### config.mk
export PLATFORM = sky130hd
export DESIGN_NAME = spi_master_mcs_flat
export DESIGN_NICKNAME = d
export VERILOG_FILES = /design/src/rtl/spi_master_mcs_if.sv /design/src/rtl/spi_master_mcs.sv /design/src/flat_wrapper.sv
export SDC_FILE = /design/constraint.sdc
export NUM_CORES = 1
export LEC_CHECK = 0
export BUFFER_PORTS_ARGS = -buffer_cell sky130_fd_sc_hd__buf_2
export CORE_MARGIN = 2
export CORE_UTILIZATION = 59
export DETAILED_ROUTE_END_ITERATION = 6
export PLACE_DENSITY = 0.8
export SLEW_MARGIN = 20
export SYNTH_ARGS = -nofsm -noshare
export SYNTH_HDL_FRONTEND = slang
export SYNTH_SLANG_ARGS = --single-unit
export TNS_END_PERCENT = 10
### constraint.sdc
create_clock -name clk -period 6.6 [get_ports clk]
set_input_delay 0.33 -clock clk [delete_from_list [all_inputs] [get_ports clk]]
set_output_delay 0.33 -clock clk [all_outputs]
set_load 0.05 [all_outputs]
### src/rtl/spi_master_mcs_if.sv
`default_nettype none
// ---------------------------------------------------------------------------
// spi_master_mcs_if: local data-bus side of spi_master_mcs.  Rev 1.0
// ---------------------------------------------------------------------------
interface spi_master_mcs_if #(
  parameter int DATA_WIDTH = 8,
  parameter int CS_WIDTH   = 2
);
  logic                  im_work_en;
  logic [1:0]            im_mode;
  logic [CS_WIDTH-1:0]   im_cs_sel;
  logic [DATA_WIDTH-1:0] im_data_bus;
  logic [DATA_WIDTH-1:0] om_data_bus;
  logic                  om_work_end;
  logic                  om_busy;
  logic                  om_err;

  modport master (
    output im_work_en, im_mode, im_cs_sel, im_data_bus,
    input  om_data_bus, om_work_end, om_busy, om_err
  );

  modport slave (
    input  im_work_en, im_mode, im_cs_sel, im_data_bus,
    output om_data_bus, om_work_end, om_busy, om_err
  );
endinterface
`default_nettype wire

### src/rtl/spi_master_mcs.sv
`default_nettype none
// ---------------------------------------------------------------------------
// spi_master_mcs: multi chip-select SPI master, run-time CPOL/CPHA.  Rev 1.0
// ---------------------------------------------------------------------------
module spi_master_mcs #(
  parameter int DATA_WIDTH            = 8,
  parameter int CNT_WIDTH             = 6,
  parameter int CS_NUM                = 4,
  parameter int CS_WIDTH              = 2,
  parameter int HALF_CLK_PERIOD       = 100,
  parameter int HALF_CLK_PERIOD_WIDTH = 7,
  parameter int CS_SETUP              = 4,
  parameter int CS_HOLD               = 4,
  parameter bit LSB_FIRST             = 1'b0
) (
  input  wire                 clk,
  input  wire                 rst_n,
  spi_master_mcs_if.slave     bus_if,
  input  wire                 im_miso_wire,
  output logic                om_mosi_wire,
  output logic                om_sclk_wire,
  output logic [CS_NUM-1:0]   om_cs_n_wire
);

  localparam int C_TIM_MAX = (CS_SETUP > CS_HOLD) ? CS_SETUP : CS_HOLD;
  localparam int TW        = $clog2(C_TIM_MAX) + 1;

  localparam logic [TW-1:0]                    C_SETUP_LAST = TW'(CS_SETUP - 1);
  localparam logic [TW-1:0]                    C_HOLD_LAST  = TW'(CS_HOLD - 1);
  localparam logic [HALF_CLK_PERIOD_WIDTH-1:0] C_HALF_LAST  =
    HALF_CLK_PERIOD_WIDTH'(HALF_CLK_PERIOD - 1);
  localparam logic [CNT_WIDTH-1:0]             C_EDGE_LAST  = CNT_WIDTH'(2 * DATA_WIDTH - 1);
  localparam logic [CS_NUM-1:0]                C_CS_ONE     = CS_NUM'(1);
  localparam logic [31:0]                      C_CS_NUM     = 32'(CS_NUM);

  typedef enum logic [1:0] {
    S_IDLE  = 2'd0,
    S_SETUP = 2'd1,
    S_XFER  = 2'd2,
    S_HOLD  = 2'd3
  } state_t;

  state_t                           state_q, state_d;
  logic [1:0]                       mode_q, mode_d;
  logic [CS_NUM-1:0]                cs_n_q, cs_n_d;
  logic                             sclk_q, sclk_d;
  logic                             mosi_q, mosi_d;
  logic [DATA_WIDTH-1:0]            tx_q, tx_d;
  logic [DATA_WIDTH-1:0]            rx_q, rx_d;
  logic [DATA_WIDTH-1:0]            data_q, data_d;
  logic                             work_end_q, work_end_d;
  logic                             busy_q, busy_d;
  logic                             err_q, err_d;
  logic [HALF_CLK_PERIOD_WIDTH-1:0] half_q, half_d;
  logic [CNT_WIDTH-1:0]             edge_q, edge_d;
  logic [TW-1:0]                    tim_q, tim_d;

  logic w_sel_ok;
  logic w_tick;
  logic w_lead;
  logic w_last;
  logic w_sample;

  function automatic logic tx_bit(input logic [DATA_WIDTH-1:0] w);
    return LSB_FIRST ? w[0] : w[DATA_WIDTH-1];
  endfunction

  function automatic logic [DATA_WIDTH-1:0] tx_shift(input logic [DATA_WIDTH-1:0] w);
    return LSB_FIRST ? (w >> 1) : (w << 1);
  endfunction

  function automatic logic [DATA_WIDTH-1:0] rx_shift(input logic [DATA_WIDTH-1:0] w,
                                                     input logic b);
    return LSB_FIRST ? {b, w[DATA_WIDTH-1:1]} : {w[DATA_WIDTH-2:0], b};
  endfunction

  assign w_sel_ok = ({{(32-CS_WIDTH){1'b0}}, bus_if.im_cs_sel} < C_CS_NUM);
  assign w_tick   = (half_q == C_HALF_LAST);
  assign w_lead   = ~edge_q[0];
  assign w_last   = (edge_q == C_EDGE_LAST);
  // Sample on leading edges for CPHA=0 and on trailing edges for CPHA=1.
  assign w_sample = w_lead ^ mode_q[0];

  always_comb begin
    state_d    = state_q;
    mode_d     = mode_q;
    cs_n_d     = cs_n_q;
    sclk_d     = sclk_q;
    mosi_d     = mosi_q;
    tx_d       = tx_q;
    rx_d       = rx_q;
    data_d     = data_q;
    work_end_d = 1'b0;
    busy_d     = busy_q;
    err_d      = 1'b0;
    half_d     = half_q;
    edge_d     = edge_q;
    tim_d      = tim_q;

    case (state_q)
      S_IDLE: begin
        if (bus_if.im_work_en) begin
          if (w_sel_ok) begin
            mode_d  = bus_if.im_mode;
            cs_n_d  = ~(C_CS_ONE << bus_if.im_cs_sel);
            sclk_d  = bus_if.im_mode[1];
            busy_d  = 1'b1;
            rx_d    = '0;
            tim_d   = '0;
            state_d = S_SETUP;
            if (!bus_if.im_mode[0]) begin
              mosi_d = tx_bit(bus_if.im_data_bus);
              tx_d   = tx_shift(bus_if.im_data_bus);
            end else begin
              tx_d   = bus_if.im_data_bus;
            end
          end else begin
            err_d = 1'b1;
          end
        end
      end

      S_SETUP: begin
        if (tim_q == C_SETUP_LAST) begin
          half_d  = '0;
          edge_d  = '0;
          state_d = S_XFER;
        end else begin
          tim_d = tim_q + 1'b1;
        end
      end

      S_XFER: begin
        if (w_tick) begin
          half_d = '0;
          sclk_d = ~sclk_q;
          edge_d = edge_q + 1'b1;
          if (w_sample) begin
            rx_d = rx_shift(rx_q, im_miso_wire);
          end else if (!w_last) begin
            mosi_d = tx_bit(tx_q);
            tx_d   = tx_shift(tx_q);
          end
          if (w_last) begin
            tim_d   = '0;
            state_d = S_HOLD;
          end
        end else begin
          half_d = half_q + 1'b1;
        end
      end

      S_HOLD: begin
        if (tim_q == C_HOLD_LAST) begin
          cs_n_d     = '1;
          mosi_d     = 1'b0;
          sclk_d     = mode_q[1];
          data_d     = rx_q;
          work_end_d = 1'b1;
          busy_d     = 1'b0;
          state_d    = S_IDLE;
        end else begin
          tim_d = tim_q + 1'b1;
        end
      end

      default: state_d = S_IDLE;
    endcase
  end

  always_ff @(posedge clk or negedge rst_n) begin
    if (!rst_n) begin
      state_q    <= S_IDLE;
      mode_q     <= '0;
      cs_n_q     <= '1;
      sclk_q     <= 1'b0;
      mosi_q     <= 1'b0;
      tx_q       <= '0;
      rx_q       <= '0;
      data_q     <= '0;
      work_end_q <= 1'b0;
      busy_q     <= 1'b0;
      err_q      <= 1'b0;
      half_q     <= '0;
      edge_q     <= '0;
      tim_q      <= '0;
    end else begin
      state_q    <= state_d;
      mode_q     <= mode_d;
      cs_n_q     <= cs_n_d;
      sclk_q     <= sclk_d;
      mosi_q     <= mosi_d;
      tx_q       <= tx_d;
      rx_q       <= rx_d;
      data_q     <= data_d;
      work_end_q <= work_end_d;
      busy_q     <= busy_d;
      err_q      <= err_d;
      half_q     <= half_d;
      edge_q     <= edge_d;
      tim_q      <= tim_d;
    end
  end

  assign bus_if.om_data_bus = data_q;
  assign bus_if.om_work_end = work_end_q;
  assign bus_if.om_busy     = busy_q;
  assign bus_if.om_err      = err_q;
  assign om_mosi_wire       = mosi_q;
  assign om_sclk_wire       = sclk_q;
  assign om_cs_n_wire       = cs_n_q;

endmodule
`default_nettype wire
### src/flat_wrapper.sv
// flat-port wrapper written by rule: the top's interface ports become plain ports
module spi_master_mcs_flat 
#(
  parameter int DATA_WIDTH            = 8,
  parameter int CNT_WIDTH             = 6,
  parameter int CS_NUM                = 4,
  parameter int CS_WIDTH              = 2,
  parameter int HALF_CLK_PERIOD       = 100,
  parameter int HALF_CLK_PERIOD_WIDTH = 7,
  parameter int CS_SETUP              = 4,
  parameter int CS_HOLD               = 4,
  parameter bit LSB_FIRST             = 1'b0
)
  (clk, rst_n, im_miso_wire, om_mosi_wire, om_sclk_wire, om_cs_n_wire, bus_if_im_work_en, bus_if_im_mode, bus_if_im_cs_sel, bus_if_im_data_bus, bus_if_om_data_bus, bus_if_om_work_end, bus_if_om_busy, bus_if_om_err);
  spi_master_mcs_if #(.DATA_WIDTH(DATA_WIDTH), .CS_WIDTH(CS_WIDTH)) bus_if_i ();
  input  wire clk;
  input  wire rst_n;
  input  wire im_miso_wire;
  output logic om_mosi_wire;
  output logic om_sclk_wire;
  output logic [CS_NUM-1:0] om_cs_n_wire;
  input wire logic [$bits(bus_if_i.im_work_en)-1:0] bus_if_im_work_en;
  input wire logic [$bits(bus_if_i.im_mode)-1:0] bus_if_im_mode;
  input wire logic [$bits(bus_if_i.im_cs_sel)-1:0] bus_if_im_cs_sel;
  input wire logic [$bits(bus_if_i.im_data_bus)-1:0] bus_if_im_data_bus;
  output wire logic [$bits(bus_if_i.om_data_bus)-1:0] bus_if_om_data_bus;
  output wire logic [$bits(bus_if_i.om_work_end)-1:0] bus_if_om_work_end;
  output wire logic [$bits(bus_if_i.om_busy)-1:0] bus_if_om_busy;
  output wire logic [$bits(bus_if_i.om_err)-1:0] bus_if_om_err;
  assign bus_if_i.im_work_en = bus_if_im_work_en;
  assign bus_if_i.im_mode = bus_if_im_mode;
  assign bus_if_i.im_cs_sel = bus_if_im_cs_sel;
  assign bus_if_i.im_data_bus = bus_if_im_data_bus;
  assign bus_if_om_data_bus = bus_if_i.om_data_bus;
  assign bus_if_om_work_end = bus_if_i.om_work_end;
  assign bus_if_om_busy = bus_if_i.om_busy;
  assign bus_if_om_err = bus_if_i.om_err;
  spi_master_mcs #(.DATA_WIDTH(DATA_WIDTH), .CNT_WIDTH(CNT_WIDTH), .CS_NUM(CS_NUM), .CS_WIDTH(CS_WIDTH), .HALF_CLK_PERIOD(HALF_CLK_PERIOD), .HALF_CLK_PERIOD_WIDTH(HALF_CLK_PERIOD_WIDTH), .CS_SETUP(CS_SETUP), .CS_HOLD(CS_HOLD), .LSB_FIRST(LSB_FIRST)) u_core (.clk(clk), .rst_n(rst_n), .bus_if(bus_if_i), .im_miso_wire(im_miso_wire), .om_mosi_wire(om_mosi_wire), .om_sclk_wire(om_sclk_wire), .om_cs_n_wire(om_cs_n_wire));
endmodule
After elaboration in Yosys (flattened, before gate mapping)

Index checks and enable logic that the tools add are counted.

$add $sub $neg: 3
$mul: 0
Div/mod/pow operators: 0
$lt $le $gt $ge: 0
Equality and inequality tests: 16
Shift-type cells: 1
Muxes and demuxes: 45
Bitwise gates (word level): 4
Reduce and logical (&&, ||, !) cells: 17

Operators by type and width:

| operator                                            | count |
|---|---|
| two-way mux 8 bit                                   | 8 |
| one-hot mux 8 bit (2 select lines)                  | 2 |
| two-way mux 7 bit                                   | 2 |
| one-hot mux 7 bit (2 select lines)                  | 1 |
| two-way mux 1 bit                                   | 12 |
| two-way mux 3 bit                                   | 4 |
| two-way mux 6 bit                                   | 2 |
| one-hot mux 6 bit (2 select lines)                  | 1 |
| AND reduction 4 bit                                 | 3 |
| two-way mux 2 bit                                   | 5 |
| != test 2 x 1 -> 1 bit, second input constant       | 5 |
| != test 2 bit, second input constant                | 5 |
| AND reduction 5 bit                                 | 2 |
| one-hot mux 3 bit (3 select lines)                  | 1 |
| two-way mux 4 bit                                   | 2 |
| one-hot mux 2 bit (4 select lines)                  | 1 |
| one-hot mux 4 bit (2 select lines)                  | 1 |
| adder 7 x 1 -> 7 bit, second input constant         | 1 |
| equality test 7 bit, second input constant          | 1 |
| AND reduction 7 bit                                 | 1 |
| adder 6 x 1 -> 6 bit, second input constant         | 1 |
| equality test 6 x 4 -> 1 bit, second input constant | 1 |
| one-hot mux 1 bit (3 select lines)                  | 2 |
| AND reduction 2 bit                                 | 3 |
| other kinds (14)                                    | 19 |

Bits in registers: 52
Latch bits: 0
Memory bits (writable): 0
Memory bits (read-only): 0
Bits of input ports: 16
Word-level logic and storage cells: 99
Memories: 0

Logic depth before layout (Yosys ltp)

Word-level depth: 5
Mapped depth: 7

Worst setup path before layout

Ideal clock, no wire load.

Path type: register to register
Start point: register u_core.half_q[3]
End point: register u_core.tim_q[0]
Library setup time: 0.121 ns
Arrival time: 1.989 ns
Path slack: 4.490 ns
Stages on the path, launching flop included: 5
Path buffers: 0
Clock period less this slack: 2.110 ns
Cells stage by stage: dfrtp_1 -> or4b_4 -> o41a_1 -> or3b_4 -> a22o_1

Cells in the longest elaborated chain, start to end: 3

RTL lines:

| element                          | line                  | text |
|---|---|---|
| from (decl)                      | spi_master_mcs.sv:54  | `logic [HALF_CLK_PERIOD_WIDTH-1:0] half_q, half_d;` |
| from (signal assigned)           | spi_master_mcs.sv:199 | `half_q <= half_d;` |
| equality test 7 bit              | spi_master_mcs.sv:78  | `assign w_tick = (half_q == C_HALF_LAST);` |
| != test 2 x 1 -> 1 bit (no line) | --                    |  |
| AND reduction 4 bit (no line)    | --                    |  |
| to (signal assigned)             | spi_master_mcs.sv:201 | `tim_q <= tim_d;` |
| to (decl)                        | spi_master_mcs.sv:56  | `logic [TW-1:0] tim_q, tim_d;` |

Every way passes these cells.
A chain may end at the register's enable or synchronous reset.

Worst setup path in the final report

Start point: register u_core.state_q[1]
End point: register u_core.tx_q[6]

Cells in the longest elaborated chain, start to end: 3
Elaborated cells between the ends (all ways): 9

RTL lines:

| element                                                         | line                  | text |
|---|---|---|
| from (decl)                                                     | spi_master_mcs.sv:43  | `state_t state_q, state_d;` |
| from (signal assigned)                                          | spi_master_mcs.sv:188 | `state_q <= state_d;` |
| equality test 2 bit / logical NOT 2 bit (equally long branches) | spi_master_mcs.sv:100 | `case (state_q)` |
| != test 2 bit (no line), or another cell as far along           | --                    |  |
| AND reduction 5 bit (no line)                                   | --                    |  |
| to (signal assigned)                                            | spi_master_mcs.sv:193 | `tx_q <= tx_d;` |
| to (decl)                                                       | spi_master_mcs.sv:48  | `logic [DATA_WIDTH-1:0] tx_q, tx_d;` |

Several ways; a longest one is shown, not always the timed one.

==> results.py <==
metrics = {
    "cells_and_area": {
        "fin_nets": 327,
        "diodes": 0,
        "drive_gt1_frac": 0.207,
        "final_util": 0.680,
        "area_growth_syn_to_layout_pct": 9.62,
    },
    "global_routing": {
        "top_usage_layer": "met2",
        "grt_overflow": 0,
        "antenna_found_initial": 0,
        "grt_pass1_wl_mm": 9.36,
        "grt_pass1_vias": 2052,
        "grt_max_degree": 53,
        "grt_use_met1": 0.324,
        "met2_usage": 0.355,
        "grt.total_usage": 0.231,
        "grt_use_met3": 0.0534,
    },
    "worst_setup_path": {
        "cp.arrival_ps": 2510,
        "critPathRequiredTime_ps": 6820,
        "path_class": "flip-flop to flip-flop",
        "setup.worst_path.start_class": "flip-flop",
        "path_max_fanout": 12,
        "end_kind": "flip-flop",
    },
    "sta": {
        "finalCritPeriodShare": 0.348,
        "min_period_ps": 2300,
        "tns_ps": 0,
        "rsz0062_at_grt": "no",
        "slew_headroom": 0.332,
        "tightest_slew_ps": 995,
        "finClkSkew_ps": 6.89,
        "clock.fmax_mhz": 436,
        "finalHoldViolations": 0,
        "fin_ws_ps": 4300,
        "finalSetupViolCount": 0,
        "hold_ws_ps": 113,
        "final_max_slew_viol_count": 0,
    },
    "synthesis": {
        "netlist_top_cells_area": "dfrtp_1 44%, mux2i_1 4.0%, nand2_1 4.0%",
        "yosys.cell_count.top_type": "dfrtp_1",
        "synth_area_leader_cell": "dfrtp_1",
        "synth_area_mm2": 0.00272,
        "yosysWarnings": 0,
        "yosysTopAreaCellShare": 0.442,
        "ys_types": 52,
        "ys_seq_area_frac": 0.480,
        "ys_async_sr_fraction": 1.00,
        "synth_ff_type": "dfrtp_1",
        "synth_edf_count": 0,
        "synthCells": 274,
        "yosys_register_bits": 52,
        "synth_nets": 298,
        "synthTopCellsByCount": "48 x dfrtp_1, 29 x nand2_1, 23 x nor2_1",
        "synth_area_per_cell_um2": 9.92,
    },
    "die": {
        "die_h_um": 71.9,
        "die-width_um": 71.9,
        "dieArea_mm2": 0.00517,
        "start_util": 0.620,
        "row_count": 24,
        "ios": 33,
        "core_mm2": 0.00438,
    },
    "power": {
        "powerDensity_mw_per_mm2": 423,
        "finalPower_mw": 1.26,
        "p_leak_nw": 1.37,
        "ir_worst_vdd_mv": 0.338,
    },
    "clock_tree": {
        "cts_tree": "yes",
        "clockRootBuffer": "clkbuf_8",
        "clock-sinks": 52,
        "cts_buffer_depth": 2,
        "cts_hold_buf": 0,
        "clk_latency_ps": 310,
        "cts_inserted_buffers": 5,
        "htree_num_levels": 2,
        "ctsResizeCount": 0,
        "postCtsSetupBuffers": 0,
        "clk_pin_slew_ps": 100,
    },
    "place": {
        "place_ws_ps": 4390,
        "dp_hpwl_mm": 3.66,
        "gp_congestion": 0.807,
        "portBuffers": 31,
    },
    "min_path": {
        "hold_class": "input pin to asynchronous set/reset pin",
    },
    "drt": {
        "viasPerCell": 6.04,
        "route.detailed.drc": 0,
        "firstDrtPassIters": 4,
        "routedWlPerCell_um": 14.9,
        "drtAntennaViolNets": 0,
        "postRouteWirelength_mm": 5.32,
        "vias": 2152,
        "drtIter0Drc": 201,
    },
    "outcome": {
        "status": "complete, no violations",
    },
    "flow_run": {
        "cap_violations": 0,
    },
}
[registers in the layout, summed over array words and instances, names as in the netlist]
name / flops
u_core.state_q: 2
u_core.om_mosi_wire: 1
u_core.om_sclk_wire: 1
u_core.mode_q: 2
u_core.om_cs_n_wire: 4
u_core.half_q: 7
u_core.edge_q: 6
u_core.bus_if.om_data_bus: 8
u_core.rx_q: 8
u_core.tim_q: 3
u_core.tx_q: 8
u_core.bus_if.om_work_end: 1
u_core.bus_if.om_busy: 1
[logic make-up (layout without fill, tap and decap cells)]
family / count (synthesis) / after routing / synth area share
flops: 52 / 52 / 0.480
mux: 17 / 17 / 0.0653
buf+inv: 28 / 58 / 0.0483
simple gates: 99 / 99 / 0.187
xor+xnor: 5 / 5 / 0.0161
other cells: 1 / 1 / 0.00138
compound gates: 64 / 64 / 0.165
fa+ha+maj: 8 / 8 / 0.0368
[worst paths after layout]
| check | from | end | slack (ps) | depth (start not counted) |
|---|---|---|---|---|
| worst max-delay path | u_core.state_q[1]$_DFFE_PN0P_ | u_core.tx_q[6]$_DFFE_PN0P_ | 4300 | 6 |
| worst min-delay path | rst_n | u_core.half_q[4]$_DFFE_PN0P_ | 110 | 2 |
| worst max register to register | u_core.state_q[1]$_DFFE_PN0P_ | u_core.tx_q[6]$_DFFE_PN0P_ | 4300 | 6 |
| worst min register to register | u_core.bus_if.om_data_bus[2]$_DFFE_PN0P_ | u_core.bus_if.om_data_bus[2]$_DFFE_PN0P_ | 480 | 2 |
| max in group asynchronous | rst_n | u_core.rx_q[2]$_DFFE_PN0P_ | 6070 | 2 |
| min in group clk | bus_if_im_cs_sel[0] | u_core.om_cs_n_wire[1]$_DFFE_PN1P_ | 170 | 2 |
[cell type report]
type	count	area, um2
Clock buffer	5	68.8
Fill cell	354	1400
Multi-Input combinational cell	194	1280
Inverter	17	63.8
Clock inverter	3	25.0
Tap cell	52	65.1
Timing Repair Buffer	33	170
Sequential cell	52	1310
[per-layer routing]
layer  up-vias  wire, um
li1       1044         -
met1      1024      2450
met2        70      2460
met3        14       298
met4         0       112
met5         -         0
[metrics by stage]
| stage | cells | cell area (um2) |
|---|---|---|
| floorplan | 274 | 2720 |
| global placement | 348 | 2890 |
| finish | 356 | 2980 |
| CTS | 356 | 2980 |
| detailed placement | 348 | 2890 |
| global route | 356 | 2980 |
[power by group]
part	total (mW)	internal (mW)	switching [mW]
Combinational	0.596	0.211	0.385
Clock	0.192	0.0775	0.115
Sequential	0.472	0.413	0.0594
Total	1.26	0.701	0.559
[worst max-delay path: stages, from the launching register on]
cell      delay (ps)
dfrtp_1          430
inv_1             90
ha_1             420
nand2_1          280
o21ai_0          160
or3b_2           550
a211oi_1         260
[cells in the final DEF, fill, tap and decap left out, types with 3 or more instances in the layout]
master	count
nand3b_1	3
inv_1	16
and3_1	3
o22ai_1	3
o221ai_1	5
nor2b_1	7
clkbuf_8	5
nand4_1	4
nand2_1	29
a211oi_1	12
ha_1	8
dfrtp_1	48
nor3_1	10
nor2_1	23
buf_2	31
o21ai_0	20
dfstp_2	4
a22o_1	3
mux2i_1	11
nand3_1	5
xor2_1	5
mux2_2	6
Note: power is estimated with default switching activity, not from simulation.
